--- config.mk ---
export PLATFORM = sky130hd
export DESIGN_NAME = alu_arb_ctrl
export DESIGN_NICKNAME = d
export VERILOG_FILES = /design/src/rtl/alu_arb_ctrl.sv
export SDC_FILE = /design/constraint.sdc
export NUM_CORES = 1
export LEC_CHECK = 0
export ABC_CLOCK_PERIOD_IN_PS = 1760
export CAP_MARGIN = 40
export CELL_PAD_IN_SITES_DETAIL_PLACEMENT = 2
export CELL_PAD_IN_SITES_GLOBAL_PLACEMENT = 2
export CORE_MARGIN = 2
export CORE_UTILIZATION = 18
export DETAILED_ROUTE_END_ITERATION = 8
export GPL_TIMING_DRIVEN = 0
export PLACE_DENSITY = 0.87
export SYNTH_ARGS = -nofsm -noshare
export SYNTH_HDL_FRONTEND = slang
export SYNTH_SLANG_ARGS = --single-unit
--- constraint.sdc ---
create_clock -name i_clk -period 1.76 [get_ports i_clk]
set_input_delay 0.176 -clock i_clk [delete_from_list [all_inputs] [get_ports i_clk]]
set_output_delay 0.176 -clock i_clk [all_outputs]
set_load 0.05 [all_outputs]
--- src/rtl/alu_arb_ctrl.sv ---
// Two-requester round-robin front end for a shared external ALU.
// Latches the granted operation, waits out mul/div latency and holds the result until taken.
module alu_arb_ctrl #(
    parameter int unsigned MULDIV_WAIT = 3
) (
    input  logic        i_clk,
    input  logic        i_rst_n,
    input  logic        i_req0_valid,
    output logic        o_req0_ready,
    input  logic [3:0]  i_req0_sel,
    input  logic [31:0] i_req0_a,
    input  logic [31:0] i_req0_b,
    input  logic        i_req1_valid,
    output logic        o_req1_ready,
    input  logic [3:0]  i_req1_sel,
    input  logic [31:0] i_req1_a,
    input  logic [31:0] i_req1_b,
    output logic [1:0]  o_resp_valid,
    input  logic [1:0]  i_resp_ready,
    output logic [31:0] o_resp_data,
    output logic [4:0]  o_resp_flags,
    output logic        o_resp_err,
    output logic [3:0]  o_alu_sel,
    output logic [31:0] o_alu_a,
    output logic [31:0] o_alu_b,
    input  logic [31:0] i_alu_out,
    input  logic [4:0]  i_alu_flags,
    output logic        o_busy
);

    localparam logic [3:0] LP_WAIT    = 4'(MULDIV_WAIT);
    localparam logic [3:0] LP_SEL_MUL = 4'b0010;
    localparam logic [3:0] LP_SEL_DIV = 4'b0011;

    typedef enum logic [1:0] {
        ST_IDLE = 2'd0,
        ST_EXEC = 2'd1,
        ST_RESP = 2'd2
    } state_t;

    state_t      r_state;
    state_t      w_state_nxt;
    logic        r_last;
    logic        r_id;
    logic [3:0]  r_sel;
    logic [31:0] r_a;
    logic [31:0] r_b;
    logic [3:0]  r_cnt;
    logic [31:0] r_resp_data;
    logic [4:0]  r_resp_flags;
    logic        r_resp_err;

    logic        w_gnt;
    logic        w_req0_ready;
    logic        w_req1_ready;
    logic        w_accept;
    logic [3:0]  w_sel;
    logic [31:0] w_a;
    logic [31:0] w_b;
    logic        w_div_zero;
    logic        w_muldiv;

    // Requester mux feeds both the operand latches and the divide-by-zero shortcut.
    always_comb begin
        w_sel      = w_gnt ? i_req1_sel : i_req0_sel;
        w_a        = w_gnt ? i_req1_a   : i_req0_a;
        w_b        = w_gnt ? i_req1_b   : i_req0_b;
        w_div_zero = (w_sel == LP_SEL_DIV) && (w_b == 32'd0);
        w_muldiv   = (w_sel == LP_SEL_MUL) || (w_sel == LP_SEL_DIV);
    end

    always_comb begin
        w_state_nxt  = r_state;
        w_gnt        = 1'b0;
        w_req0_ready = 1'b0;
        w_req1_ready = 1'b0;
        w_accept     = 1'b0;
        case (r_state)
            ST_IDLE: begin
                if (i_req0_valid && i_req1_valid) begin
                    w_gnt = ~r_last;
                end else begin
                    w_gnt = i_req1_valid;
                end
                w_req0_ready = i_rst_n && i_req0_valid && !w_gnt;
                w_req1_ready = i_rst_n && i_req1_valid && w_gnt;
                w_accept     = w_req0_ready || w_req1_ready;
                if (w_accept) begin
                    w_state_nxt = w_div_zero ? ST_RESP : ST_EXEC;
                end
            end
            ST_EXEC: begin
                if (r_cnt == 4'd0) begin
                    w_state_nxt = ST_RESP;
                end
            end
            ST_RESP: begin
                if (i_resp_ready[r_id]) begin
                    w_state_nxt = ST_IDLE;
                end
            end
            default: w_state_nxt = ST_IDLE;
        endcase
    end

    always_ff @(posedge i_clk) begin
        if (!i_rst_n) begin
            r_state      <= ST_IDLE;
            r_last       <= 1'b1;
            r_id         <= 1'b0;
            r_sel        <= 4'd0;
            r_a          <= 32'd0;
            r_b          <= 32'd0;
            r_cnt        <= 4'd0;
            r_resp_data  <= 32'd0;
            r_resp_flags <= 5'd0;
            r_resp_err   <= 1'b0;
        end else begin
            r_state <= w_state_nxt;
            if (w_accept) begin
                r_last <= w_gnt;
                r_id   <= w_gnt;
                r_sel  <= w_sel;
                r_a    <= w_a;
                r_b    <= w_b;
                if (w_div_zero) begin
                    r_cnt        <= 4'd0;
                    r_resp_data  <= 32'hFFFF_FFFF;
                    r_resp_flags <= 5'd0;
                    r_resp_err   <= 1'b1;
                end else begin
                    r_cnt <= w_muldiv ? LP_WAIT : 4'd0;
                end
            end
            if (r_state == ST_EXEC) begin
                if (r_cnt != 4'd0) begin
                    r_cnt <= r_cnt - 4'd1;
                end else begin
                    r_resp_data  <= i_alu_out;
                    r_resp_flags <= i_alu_flags;
                    r_resp_err   <= 1'b0;
                end
            end
        end
    end

    assign o_req0_ready = w_req0_ready;
    assign o_req1_ready = w_req1_ready;
    assign o_resp_valid = (r_state == ST_RESP) ? (r_id ? 2'b10 : 2'b01) : 2'b00;
    assign o_resp_data  = r_resp_data;
    assign o_resp_flags = r_resp_flags;
    assign o_resp_err   = r_resp_err;
    assign o_alu_sel    = r_sel;
    assign o_alu_a      = r_a;
    assign o_alu_b      = r_b;
    assign o_busy       = (r_state != ST_IDLE);

endmodule

---- After elaboration in Yosys (flattened, before gate mapping) ----
Index checks and enable logic that the tools add are counted.
operators by class
  shift operators ......................... 0
  equality and inequality tests ........... 7
  add/subtract/negate cells ............... 1
  bitwise operators ....................... 1
  reductions and logical operators ........ 15
  order comparisons ....................... 1
  $mul .................................... 0
  multiplexer cells ....................... 35
  div/mod/pow operators ................... 0
operators with widths
  kind                   count
  $mux W32               6
  $logic_not A32 Y1      1
  $mux W5                4
  $mux W2                8
  $mux W4                4
  $mux W1                12
  $eq A4 B2 Y1 const B   2
  $logic_and A1 B1 Y1    6
  $ne A2 B2 Y1 const B   3
  $pmux W2 S3            1
  $logic_not A4 Y1       1
  $reduce_bool A4 Y1     1
  $sub A4 B1 Y4 const B  1
  $reduce_and A3 Y1      1
  $eq A2 B1 Y1 const B   1
  $eq A2 B2 Y1 const B   1
  $logic_not A2 Y1       1
  $logic_or A1 B1 Y1     2
  $lt A1 B2 Y1 const B   1
  $reduce_bool A2 Y1     1
  $logic_not A1 Y1       1
  $not A1 Y1             1
word-level totals
  ROM bits ................................ 0
  memory bits (writable) .................. 0
  latch bits .............................. 0
  bits in registers ....................... 114
  memories kept ........................... 0
  word-level logic and storage cells ...... 70
  output and inout port bits .............. 111

---- Logic depth before layout (Yosys ltp) ----
Gate-level depths: netlist of the first run.
  depth in word-level cells ............... 12
  depth in mapped cells ................... 8
  mapped depth without buffers ............ 7

---- Worst setup path before layout of the first run ----
OpenSTA, ideal clock, no wires.
  kind .................................... register to register
  start point ............................. reg r_state[1]
  end point ............................... reg r_state[1]
  cell stages (with the launch flop) ...... 5
  arrival ................................. 2.156 ns
  slack ................................... -0.466 ns
  path through ............................ dfxtp_1 > nor3b_1 > a22o_1 > o21ai_0 > a21oi_1
on the way
  longest elaborated chain between the ends .. 8
  elaborated cells between the ends (all ways) .. 16
ends and longest elaborated chain
  item                                                      RTL line  text
  start: declaration                                        41        state_t r_state;
  start signal: assignment                                  119       r_state <= w_state_nxt;
  $logic_not A2 Y1                                          78        case (r_state)
  $mux W1                                                   78
  $mux W32 / $mux W4 (equally long branches)                67, 65
  $logic_not A32 Y1 / $eq A4 B2 Y1 (equally long branches)  68        w_div_zero = (w_sel == LP_SEL_DIV) && (w_b == 32'd0);
  $logic_and A1 B1 Y1                                       68
  $mux W2                                                   89        w_state_nxt = w_div_zero ? ST_RESP : ST_EXEC;
  $mux W2                                                   88        if (w_accept) begin
  $pmux W2 S3                                               78
Several ways; a longest one is shown, not always the timed one. The select of a mux whose other input is x is not followed.
A chain may end at the register's enable or synchronous reset.

---- Worst setup path in the final report of the first run ----
  start point ............................. reg r_last
  end point ............................... reg r_resp_data[14] (netlist: o_resp_data[14])
on the way
  longest elaborated chain between the ends .. 11
  elaborated cells between the ends (all ways) .. 18
ends and longest elaborated chain
  item                                                      RTL line  text
  start: declaration                                        43        logic r_last;
  start signal: assignment                                  121       r_last <= w_gnt;
  $not A1 Y1 (*)                                            81        w_gnt = ~r_last;
  $mux W1 (*)                                               80        if (i_req0_valid && i_req1_valid) begin
  $mux W1 (*)                                               78
  $mux W1                                                   78
  $mux W32 / $mux W4 (equally long branches)                67, 65
  $logic_not A32 Y1 / $eq A4 B2 Y1 (equally long branches)  68
  $logic_and A1 B1 Y1                                       68
  $mux W32                                                  126       if (w_div_zero) begin
  $mux W32 (*)                                              120       if (w_accept) begin
  $mux W32                                                  136       if (r_cnt != 4'd0) begin
  $mux W32 (*)                                              135       if (r_state == ST_EXEC) begin
  end signal: assignment                                    139       r_resp_data <= i_alu_out;
  end: declaration                                          49        logic [31:0] r_resp_data;
Mark *: on every way between the ends. The rest lies on a longest branch, timed or not. The select of a mux whose other input is x is not followed.

==> flow_metrics.py, run 1 <==
metrics = {
    "status": {
        "status": "complete, but fails checks",
        "violations": "setup timing",
    },
    "logic_synthesis": {
        "yosys-top-cells-count": "dfxtp_1 (114), nand2_1 (80), nand3_1 (67), clkbuf_1 (42), o211a_1 (38)",
        "ys_types": 40,
        "synth_area_leaders": "dfxtp_1 (46%), o211a_1 (7.6%), nand3_1 (6.7%)",
        "ys_warn_count": 0,
        "syn_nets": 753,
        "synth.largest_area_cell": "dfxtp_1",
        "synth_enable_flop_cells": 0,
        "synthArstFlopShare_pct": 0,
        "yosys.cell_count.top_type": "dfxtp_1",
        "syn_avg_cell_area_um2": 8.71,
        "syn_area_um2": 4990,
        "synth_top_area_share_pct": 45.7,
        "yosysSeqAreaShare_pct": 45.7,
        "syn_inst": 573,
        "synth_flop_cell": "dfxtp_1",
        "synth-seq-cells": 114,
    },
    "worst_setup_path": {
        "end_kind": "flop",
        "critPathMaxFanout": 5,
        "crit_path_start_kind": "flop",
        "arrival_ns": 2.40,
        "crit_type": "flop to flop",
        "crit_required_ns": 2.06,
    },
    "cts": {
        "cts_tree": "done",
        "cts.sinks": 114,
        "htreeDepth": 4,
        "clock_latency_ns": 0.42,
        "clk_pin_slew_ns": 0.06,
        "cts_buffers": 17,
        "cts_root_buf": "clkbuf_16",
        "clockBufferDepth": 2,
    },
    "route": {
        "viasPerCell": 4.66,
        "drt_iter0_drc": 241,
        "drt_wl_total_mm": 26.8,
        "wire_per_inst_um": 20.6,
        "ant_nets": 0,
        "vias": 6055,
        "firstDrtPassIters": 4,
        "drc": 0,
    },
    "layout": {
        "synthToLayoutAreaGrowth_pct": 92.2,
        "drive_gt1_share_pct": 18.9,
        "layoutNonFillerInstCount": 1300,
        "layout.nets": 1091,
        "post-route-util_pct": 35.4,
    },
    "floorplanning": {
        "dieArea_um2": 29100,
        "row_count": 60,
        "fp.dieW_um": 170,
        "die_height_um": 170,
        "initial_core_util_pct": 18.4,
        "ios": 290,
        "core_area_um2": 27100,
    },
    "placement": {
        "place_hpwl_mm": 19.7,
        "port_buffers": 288,
        "dp.cells": 1234,
        "gp_routability_congestion": 0.844,
    },
    "timing": {
        "setup-violations-final": 48,
        "rsz0062_at_grt": "true",
        "slew_viol_final": 0,
        "finalCritPeriodShare_pct": 120,
        "fmax_ghz": 0.475,
        "fin_worst_skew_ns": 0.0111,
        "layout_min_cycle_time_ns": 2.11,
        "hold_violations": 0,
        "finalWorstSetupSlack_ns": -0.346,
        "worst_hold_slack_ns": 0.168,
        "slew_headroom_pct": 50.9,
        "worst_slew_pin_slew_ns": 0.736,
    },
    "grt": {
        "grt_overflow_total": 0,
        "grt_first_pass_wirelength_mm": 39.5,
        "grt_pass1_vias": 6760,
        "grt_usage_pct": 17.9,
        "grt_max_degree": 17,
        "antenna_found_initial": 4,
    },
    "run": {
        "drv_cap": 0,
    },
    "power": {
        "p_leak_nw": 4.68,
        "ir_drop_uv": 439,
        "power_mw": 10.3,
        "powerDensity_nw_per_um2": 1070,
    },
    "min_path": {
        "min_path_type": "input pin to flop",
    },
}
## what timing repair did
item | in CTS | in global routing
cloned | 2 | 0
pin swaps | 14 | 8
resized for setup | 208 | 77
setup endpoints to repair | 203 | 126
hold buffers | 0 | 0
setup buffers | 27 | 3
## cell usage in the layout (no fill, tap or decap), types with 6 or more instances in the layout
master	instances
buf_6	10
o311a_1	32
dfxtp_1	111
o211a_1	38
nand2_1	76
inv_1	8
nand3_2	11
clkbuf_1	21
nor4_1	6
dlymetal6s2s_1	24
clkdlybuf4s50_1	162
buf_2	11
buf_4	22
clkbuf_16	17
buf_8	11
o21ai_0	13
o22ai_1	30
nand3_1	56
nor2_1	15
dlygate4sd2_1	98
o21ai_1	16
a21oi_1	15
or2_2	32
## report_power, final
| group | internal, mW | switching, mW | total, mW |
|---|---|---|---|
| logic | 1.32 | 2.39 | 3.70 |
| registers | 2.95 | 0.219 | 3.17 |
| clock network | 1.99 | 1.41 | 3.40 |
## sequential cells by signal, indices dropped and copies added, names as in the netlist
| register | count |
|---|---|
| o_alu_a | 32 |
| o_alu_b | 32 |
| o_resp_data | 32 |
| o_resp_flags | 5 |
| o_alu_sel | 4 |
| r_cnt | 4 |
| r_state | 2 |
| o_resp_err | 1 |
| r_id | 1 |
| r_last | 1 |
## area by class of cell
type	count	area (um^2)
Fill cell	2983	17500
Inverter	9	36.3
Clock buffer	18	439
Tap cell	372	465
Clock inverter	14	134
Buffer	53	390
Sequential cell	114	2290
Multi-Input combinational cell	396	2690
Timing Repair Buffer	320	3140
Antenna cell	4	10.0
## final timing paths
check / from / endpoint / slack [ns] / cells past startpoint
min reg2reg: o_alu_a[25] / o_alu_a[25] / 0.47 / 2
max: r_last / o_resp_data[14] / -0.35 / 10
min: i_req1_b[9] / o_alu_b[9] / 0.17 / 4
max reg2reg: r_last / o_resp_data[14] / -0.35 / 10
## per-stage QoR
| step | TNS, ns | setup slack, ns | instance area (um^2) |
|---|---|---|---|
| floorplan | -0.795 | -0.0368 | 5040 |
| global placement | -86.39 | -1.28 | 8390 |
| detailed placement | -91.84 | -1.33 | 8400 |
| CTS | -11.09 | -0.391 | 9400 |
| global route | -15.79 | -0.410 | 9590 |
| finish | -11.43 | -0.346 | 9590 |
## routing by layer
metal | vias up | routed length [um] | global-route usage [%]
li1 | 2803 | - | -
met1 | 2992 | 11100 | 20.6
met2 | 215 | 13400 | 31.5
met3 | 45 | 1680 | 4.90
met4 | 0 | 739 | 6.87
met5 | - | 0 | 0
## logic make-up (layout without fill, tap and decap cells)
group	after synthesis	in the layout	synth area share, %
and+or+nand+nor	234	234	23.8
buffers and inverters	63	414	5.27
adders and majority gates	1	1	0.251
AOI/OAI and AO/OA	160	160	24.7
muxes	1	1	0.276
DFF	114	114	45.7
other	0	4	0
## critical path: stages, from the launching register on
cell	delay, ns
dfxtp_4	0.36
buf_4	0.16
a21boi_4	0.19
nand2_2	0.14
mux2i_4	0.26
nor4b_4	0.07
buf_4	0.17
buf_6	0.13
buf_6	0.11
buf_8	0.11
o311a_1	0.29
(Power assumes the default switching activity.)
==> run 2, diff against run 1 <==
==> config.mk (replaced) <==
export PLATFORM = sky130hd
export DESIGN_NAME = alu_arb_ctrl
export DESIGN_NICKNAME = d
export VERILOG_FILES = /design/src/rtl/alu_arb_ctrl.sv
export SDC_FILE = /design/constraint.sdc
export NUM_CORES = 1
export LEC_CHECK = 0
export ABC_CLOCK_PERIOD_IN_PS = 2570
export CAP_MARGIN = 40
export CELL_PAD_IN_SITES_DETAIL_PLACEMENT = 2
export CELL_PAD_IN_SITES_GLOBAL_PLACEMENT = 2
export CORE_MARGIN = 2
export CORE_UTILIZATION = 22
export DETAILED_ROUTE_END_ITERATION = 8
export GPL_TIMING_DRIVEN = 0
export PLACE_DENSITY = 0.95
export REMOVE_ABC_BUFFERS = 1
export SYNTH_ARGS = -nofsm -noshare
export SYNTH_HDL_FRONTEND = slang
export SYNTH_SLANG_ARGS = --single-unit
==> constraint.sdc (replaced) <==
create_clock -name i_clk -period 2.57 [get_ports i_clk]
set_input_delay 0.257 -clock i_clk [delete_from_list [all_inputs] [get_ports i_clk]]
set_output_delay 0.257 -clock i_clk [all_outputs]
set_load 0.05 [all_outputs]
==> flow_metrics.py, run 2 (synthesis results as in run 1) <==
metrics = {
    "status": {
        "status": "finished clean",
    },
    "worst_setup_path": {
        "critPathMaxFanout": 23,
        "end_kind": "flop",
        "crit-reg2reg-launch": "r_state[1]",
        "arrival_ns": 2.74,
        "crit_start": "r_state[1]",
        "crit_path_start_kind": "flop",
        "crit_required_ns": 2.87,
        "crit_type": "flop to flop",
    },
    "cts": {
        "holdBufCountCts": 0,
        "cts.sinks": 114,
        "clock_latency_ns": 0.41,
        "cts_root_buf": "clkbuf_16",
        "clockBufferDepth": 2,
        "htreeDepth": 4,
        "clk_pin_slew_ns": 0.07,
        "cts_buffers": 17,
        "cts_tree": "done",
    },
    "grt": {
        "grt_overflow_total": 0,
        "antenna_found_initial": 2,
        "grt_first_pass_wirelength_mm": 36.5,
        "grt_max_degree": 65,
        "grt_usage_pct": 19.5,
        "grt_pass1_vias": 6343,
    },
    "layout": {
        "post-route-util_pct": 40.0,
        "layout_commonest_cell": "clkdlybuf4s50_1",
        "fillCellCount": 2428,
        "finish.instance_area_um2": 8970,
        "drive_gt1_share_pct": 11.6,
        "layoutNonFillerInstCount": 1145,
        "synthToLayoutAreaGrowth_pct": 79.9,
        "final_cell_mix": "clkdlybuf4s50_1 (285), dfxtp_1 (113), nand2_1 (78), nand3_1 (67), o211a_1 (37)",
        "layout.nets": 1026,
    },
    "floorplanning": {
        "ios": 290,
        "die_height_um": 155,
        "row_count": 55,
        "fp.dieW_um": 155,
        "core_area_um2": 22400,
        "initial_core_util_pct": 22.2,
        "dieArea_um2": 23900,
    },
    "timing": {
        "fin_worst_skew_ns": 0.0106,
        "rsz0062_at_grt": "false",
        "layout_min_cycle_time_ns": 2.45,
        "slew_viol_final": 0,
        "fmax_ghz": 0.409,
        "worst_slew_pin_slew_ns": 0.787,
        "fin_tns_setup_ns": 0,
        "hold_violations": 0,
        "slew_headroom_pct": 47.3,
        "finalWorstSetupSlack_ns": 0.123,
        "setup-violations-final": 0,
        "worst_hold_slack_ns": 0.427,
        "finalCritPeriodShare_pct": 95.2,
    },
    "route": {
        "ant_nets": 0,
        "vias": 5678,
        "drc": 0,
        "wire_per_inst_um": 20.5,
        "viasPerCell": 4.96,
        "firstDrtPassIters": 4,
        "drt_wl_total_mm": 23.5,
        "drt_iter0_drc": 208,
    },
    "placement": {
        "place_hpwl_mm": 17.6,
        "placed_area_um2": 8290,
        "port_buffers": 289,
        "dp.cells": 1108,
        "gp_routability_congestion": 0.729,
        "dp_worst_setup_slack_ns": -1.30,
    },
    "power": {
        "powerDensity_nw_per_um2": 802,
        "p_leak_nw": 3.77,
        "power_mw": 7.20,
        "ir_drop_uv": 354,
    },
    "min_path": {
        "min_from": "i_rst_n",
        "min_path_type": "input pin to flop",
    },
    "run": {
        "drv_cap": 0,
    },
}
run 2: cell count changes in the layout (fill, tap and decap cells not counted), moves of 14 or more:
cell and change:
buf_4 -14, clkbuf_1 -20, clkdlybuf4s50_1 +123, o21ai_0 +16, dlymetal6s2s_1 -23, o21ai_1 -16
dlygate4sd2_1 -97
run 2: metal layers:
metal	vias to the layer above	GRT usage, %	part of all wire, %
met1	2776	21.9	41
li1	2666	-	-
met4	0	7.89	3.1
met3	39	4.26	5.1
met2	197	35.8	51
met5	-	0	0
run 2: worst paths after layout:
path,cells after the start,to,slack [ns]
max,8,o_resp_data[6],0.12
min,3,r_state[1],0.43
max reg2reg,8,o_resp_data[6],0.12
min reg2reg,2,o_alu_a[11],0.48
run 2: worst max-delay path, cell delays in order, from the launching register on:
cell     delay, ns
dfxtp_1       0.58
nor2_4        0.14
nand2_4       0.21
buf_8         0.23
mux2i_4       0.36
nor4b_4       0.11
buf_6         0.20
buf_6         0.16
o311a_1       0.30
run 2: repair_timing:
action / CTS / global route
buffers inserted: 4 / 0
pin swaps: 3 / 0
gates resized for setup: 12 / 3
setup endpoints to repair: 44 / 4
run 2: where the power goes:
group          switching [mW]  total [mW]  internal, mW
registers               0.155        2.18          2.02
clock network           0.953        2.49          1.54
logic                    1.54        2.53         0.990
run 2: layout make-up:
cell class	count	area (um^2)	area share (%)
well taps	285	357	3.97
inverters	9	33.8	0.376
repair buffers	308	3190	35.5
clock buffers	18	429	4.78
flip-flops and latches	114	2280	25.4
clock inverters	14	181	2.02
multi-input cells	396	2500	27.9
diodes	1	2.50	0.0279
==> run 3, diff against run 2 <==
--- a/config.mk
+++ b/config.mk
@@ -5,15 +5,16 @@
 export SDC_FILE = /design/constraint.sdc
 export NUM_CORES = 1
 export LEC_CHECK = 0
-export ABC_CLOCK_PERIOD_IN_PS = 2570
+export ABC_CLOCK_PERIOD_IN_PS = 2600
 export CAP_MARGIN = 40
 export CELL_PAD_IN_SITES_DETAIL_PLACEMENT = 2
 export CELL_PAD_IN_SITES_GLOBAL_PLACEMENT = 2
 export CORE_MARGIN = 2
-export CORE_UTILIZATION = 22
+export CORE_UTILIZATION = 20
 export DETAILED_ROUTE_END_ITERATION = 8
+export GPL_ROUTABILITY_DRIVEN = 0
 export GPL_TIMING_DRIVEN = 0
-export PLACE_DENSITY = 0.95
+export PLACE_DENSITY = 0.91
 export REMOVE_ABC_BUFFERS = 1
 export SYNTH_ARGS = -nofsm -noshare
 export SYNTH_HDL_FRONTEND = slang
==> constraint.sdc (replaced) <==
create_clock -name i_clk -period 2.6 [get_ports i_clk]
set_input_delay 0.26 -clock i_clk [delete_from_list [all_inputs] [get_ports i_clk]]
set_output_delay 0.26 -clock i_clk [all_outputs]
set_load 0.05 [all_outputs]
==> flow_metrics.py, run 3 (synthesis results as in run 1) <==
metrics = {
    "status": {
        "status": "finished clean",
    },
    "power": {
        "ir_drop_uv": 297,
        "p_leak_nw": 3.81,
        "powerDensity_nw_per_um2": 786,
    },
    "route": {
        "viasPerCell": 4.76,
        "drc": 0,
        "drt_wl_total_mm": 23.3,
        "ant_nets": 0,
        "vias": 5648,
        "drt_iter0_drc": 236,
        "wire_per_inst_um": 19.6,
        "firstDrtPassIters": 4,
    },
    "floorplanning": {
        "initial_core_util_pct": 20.5,
        "dieArea_um2": 26200,
        "ios": 290,
        "row_count": 57,
        "core_area_um2": 24400,
        "fp.dieW_um": 162,
        "die_height_um": 162,
    },
    "cts": {
        "clock_latency_ns": 0.42,
        "clk_pin_slew_ns": 0.06,
        "cts_tree": "done",
        "htreeDepth": 4,
        "cts_buffers": 17,
        "cts.sinks": 114,
        "holdBufCountCts": 0,
        "clockBufferDepth": 2,
        "cts_root_buf": "clkbuf_16",
    },
    "worst_setup_path": {
        "max_stage_delay_ns": 0.51,
        "path_cells": "clkdlybuf4s50_1, a21bo_4, nor3_4, buf_4, buf_8, buf_16, o41ai_4, nor4b_4, buf_6, buf_8, o311a_1",
        "crit_type": "input pin to flop",
        "worst_path_most_repeated_cell": "buf_8",
        "path_buf_inv": 6,
        "arrival_ns": 2.74,
        "crit_required_ns": 2.96,
        "slowest_stage": "clkdlybuf4s50_1",
        "path_delay_family": "buffers and inverters",
        "critPathMaxFanout": 20,
        "end_kind": "flop",
        "crit_path_start_kind": "input pin",
    },
    "placement": {
        "dp_worst_setup_slack_ns": -1.14,
        "port_buffers": 289,
        "place_hpwl_mm": 17.7,
    },
    "run": {
        "drv_cap": 0,
    },
    "timing": {
        "fin_tns_setup_ns": 0,
        "rsz0062_at_grt": "false",
        "fin_worst_skew_ns": 0.0145,
        "layout_min_cycle_time_ns": 2.39,
        "hold_violations": 0,
        "slew_headroom_pct": 52.4,
        "worst_slew_pin_slew_ns": 0.711,
        "worst_hold_slack_ns": 0.378,
        "fmax_ghz": 0.419,
        "slew_viol_final": 0,
        "finalWorstSetupSlack_ns": 0.213,
        "setup-violations-final": 0,
        "finalCritPeriodShare_pct": 91.8,
    },
    "layout": {
        "layout.nets": 1030,
        "post-route-util_pct": 37.2,
        "drive_gt1_share_pct": 12.1,
        "layout_commonest_cell": "clkdlybuf4s50_1",
        "synthToLayoutAreaGrowth_pct": 81.8,
        "diodes": 0,
        "final_cell_mix": "clkdlybuf4s50_1 (284), dfxtp_1 (113), nand2_1 (78), nand3_1 (67), o211a_1 (37)",
    },
    "grt": {
        "grt_pass1_vias": 6270,
        "antenna_found_initial": 0,
        "grt_usage_pct": 17.5,
        "grt_overflow_total": 0,
        "grt_first_pass_wirelength_mm": 35.7,
        "grt_max_degree": 78,
    },
    "min_path": {
        "min_path_type": "input pin to flop",
    },
}
## run 3: cell type report
class	count	area [um^2]
inverters	9	33.8
well taps	324	405
clock buffers	18	439
repair buffers	312	3220
clock inverters	14	181
flip-flops and latches	114	2280
multi-input cells	396	2510
fillers	2698	15300
## run 3: path summary, 6_finish.rpt
check	end	slack (ns)	startpoint	cells past startpoint
setup / recovery	o_resp_data[8]	0.21	i_req1_valid	11
setup reg to reg	o_resp_data[8]	0.22	r_state[1]	9
hold reg to reg	o_alu_a[16]	0.48	o_alu_a[16]	2
hold / removal	o_alu_b[5]	0.38	i_rst_n	2
## run 3: stage by stage
step                instance area (um^2)  power, mW  cells
floorplan                           4760       3.52    519
global placement                    8060       4.52   1132
detailed placement                  8350       4.68   1148
CTS                                 9010       7.23   1182
global route                        9070       7.46   1187
finish                              9070       7.13   1187
## run 3: power breakdown
group / total (mW) / internal (mW) / switching [mW]
Sequential: 2.15 / 2.00 / 0.147
Combinational: 2.51 / 0.985 / 1.52
Clock: 2.47 / 1.55 / 0.929
Total: 7.13 / 4.53 / 2.60
## run 3: metal layers
| metal | GRT usage [%] | vias to the layer above | routed length [um] |
|---|---|---|---|
| met5 | 0 | - | 0 |
| met4 | 6.76 | 0 | 617 |
| met3 | 4.55 | 37 | 1280 |
| met2 | 31.5 | 172 | 11900 |
| met1 | 19.8 | 2769 | 9520 |
| li1 | - | 2670 | - |
## run 3: timing repair
action | 4_1_cts | 5_1_grt
resized for setup | 10 | 5
buffers inserted | 2 | 5
hold endpoints to repair | 0 | 0
pin swaps | 0 | 0
endpoints found under the setup margin | 42 | 17
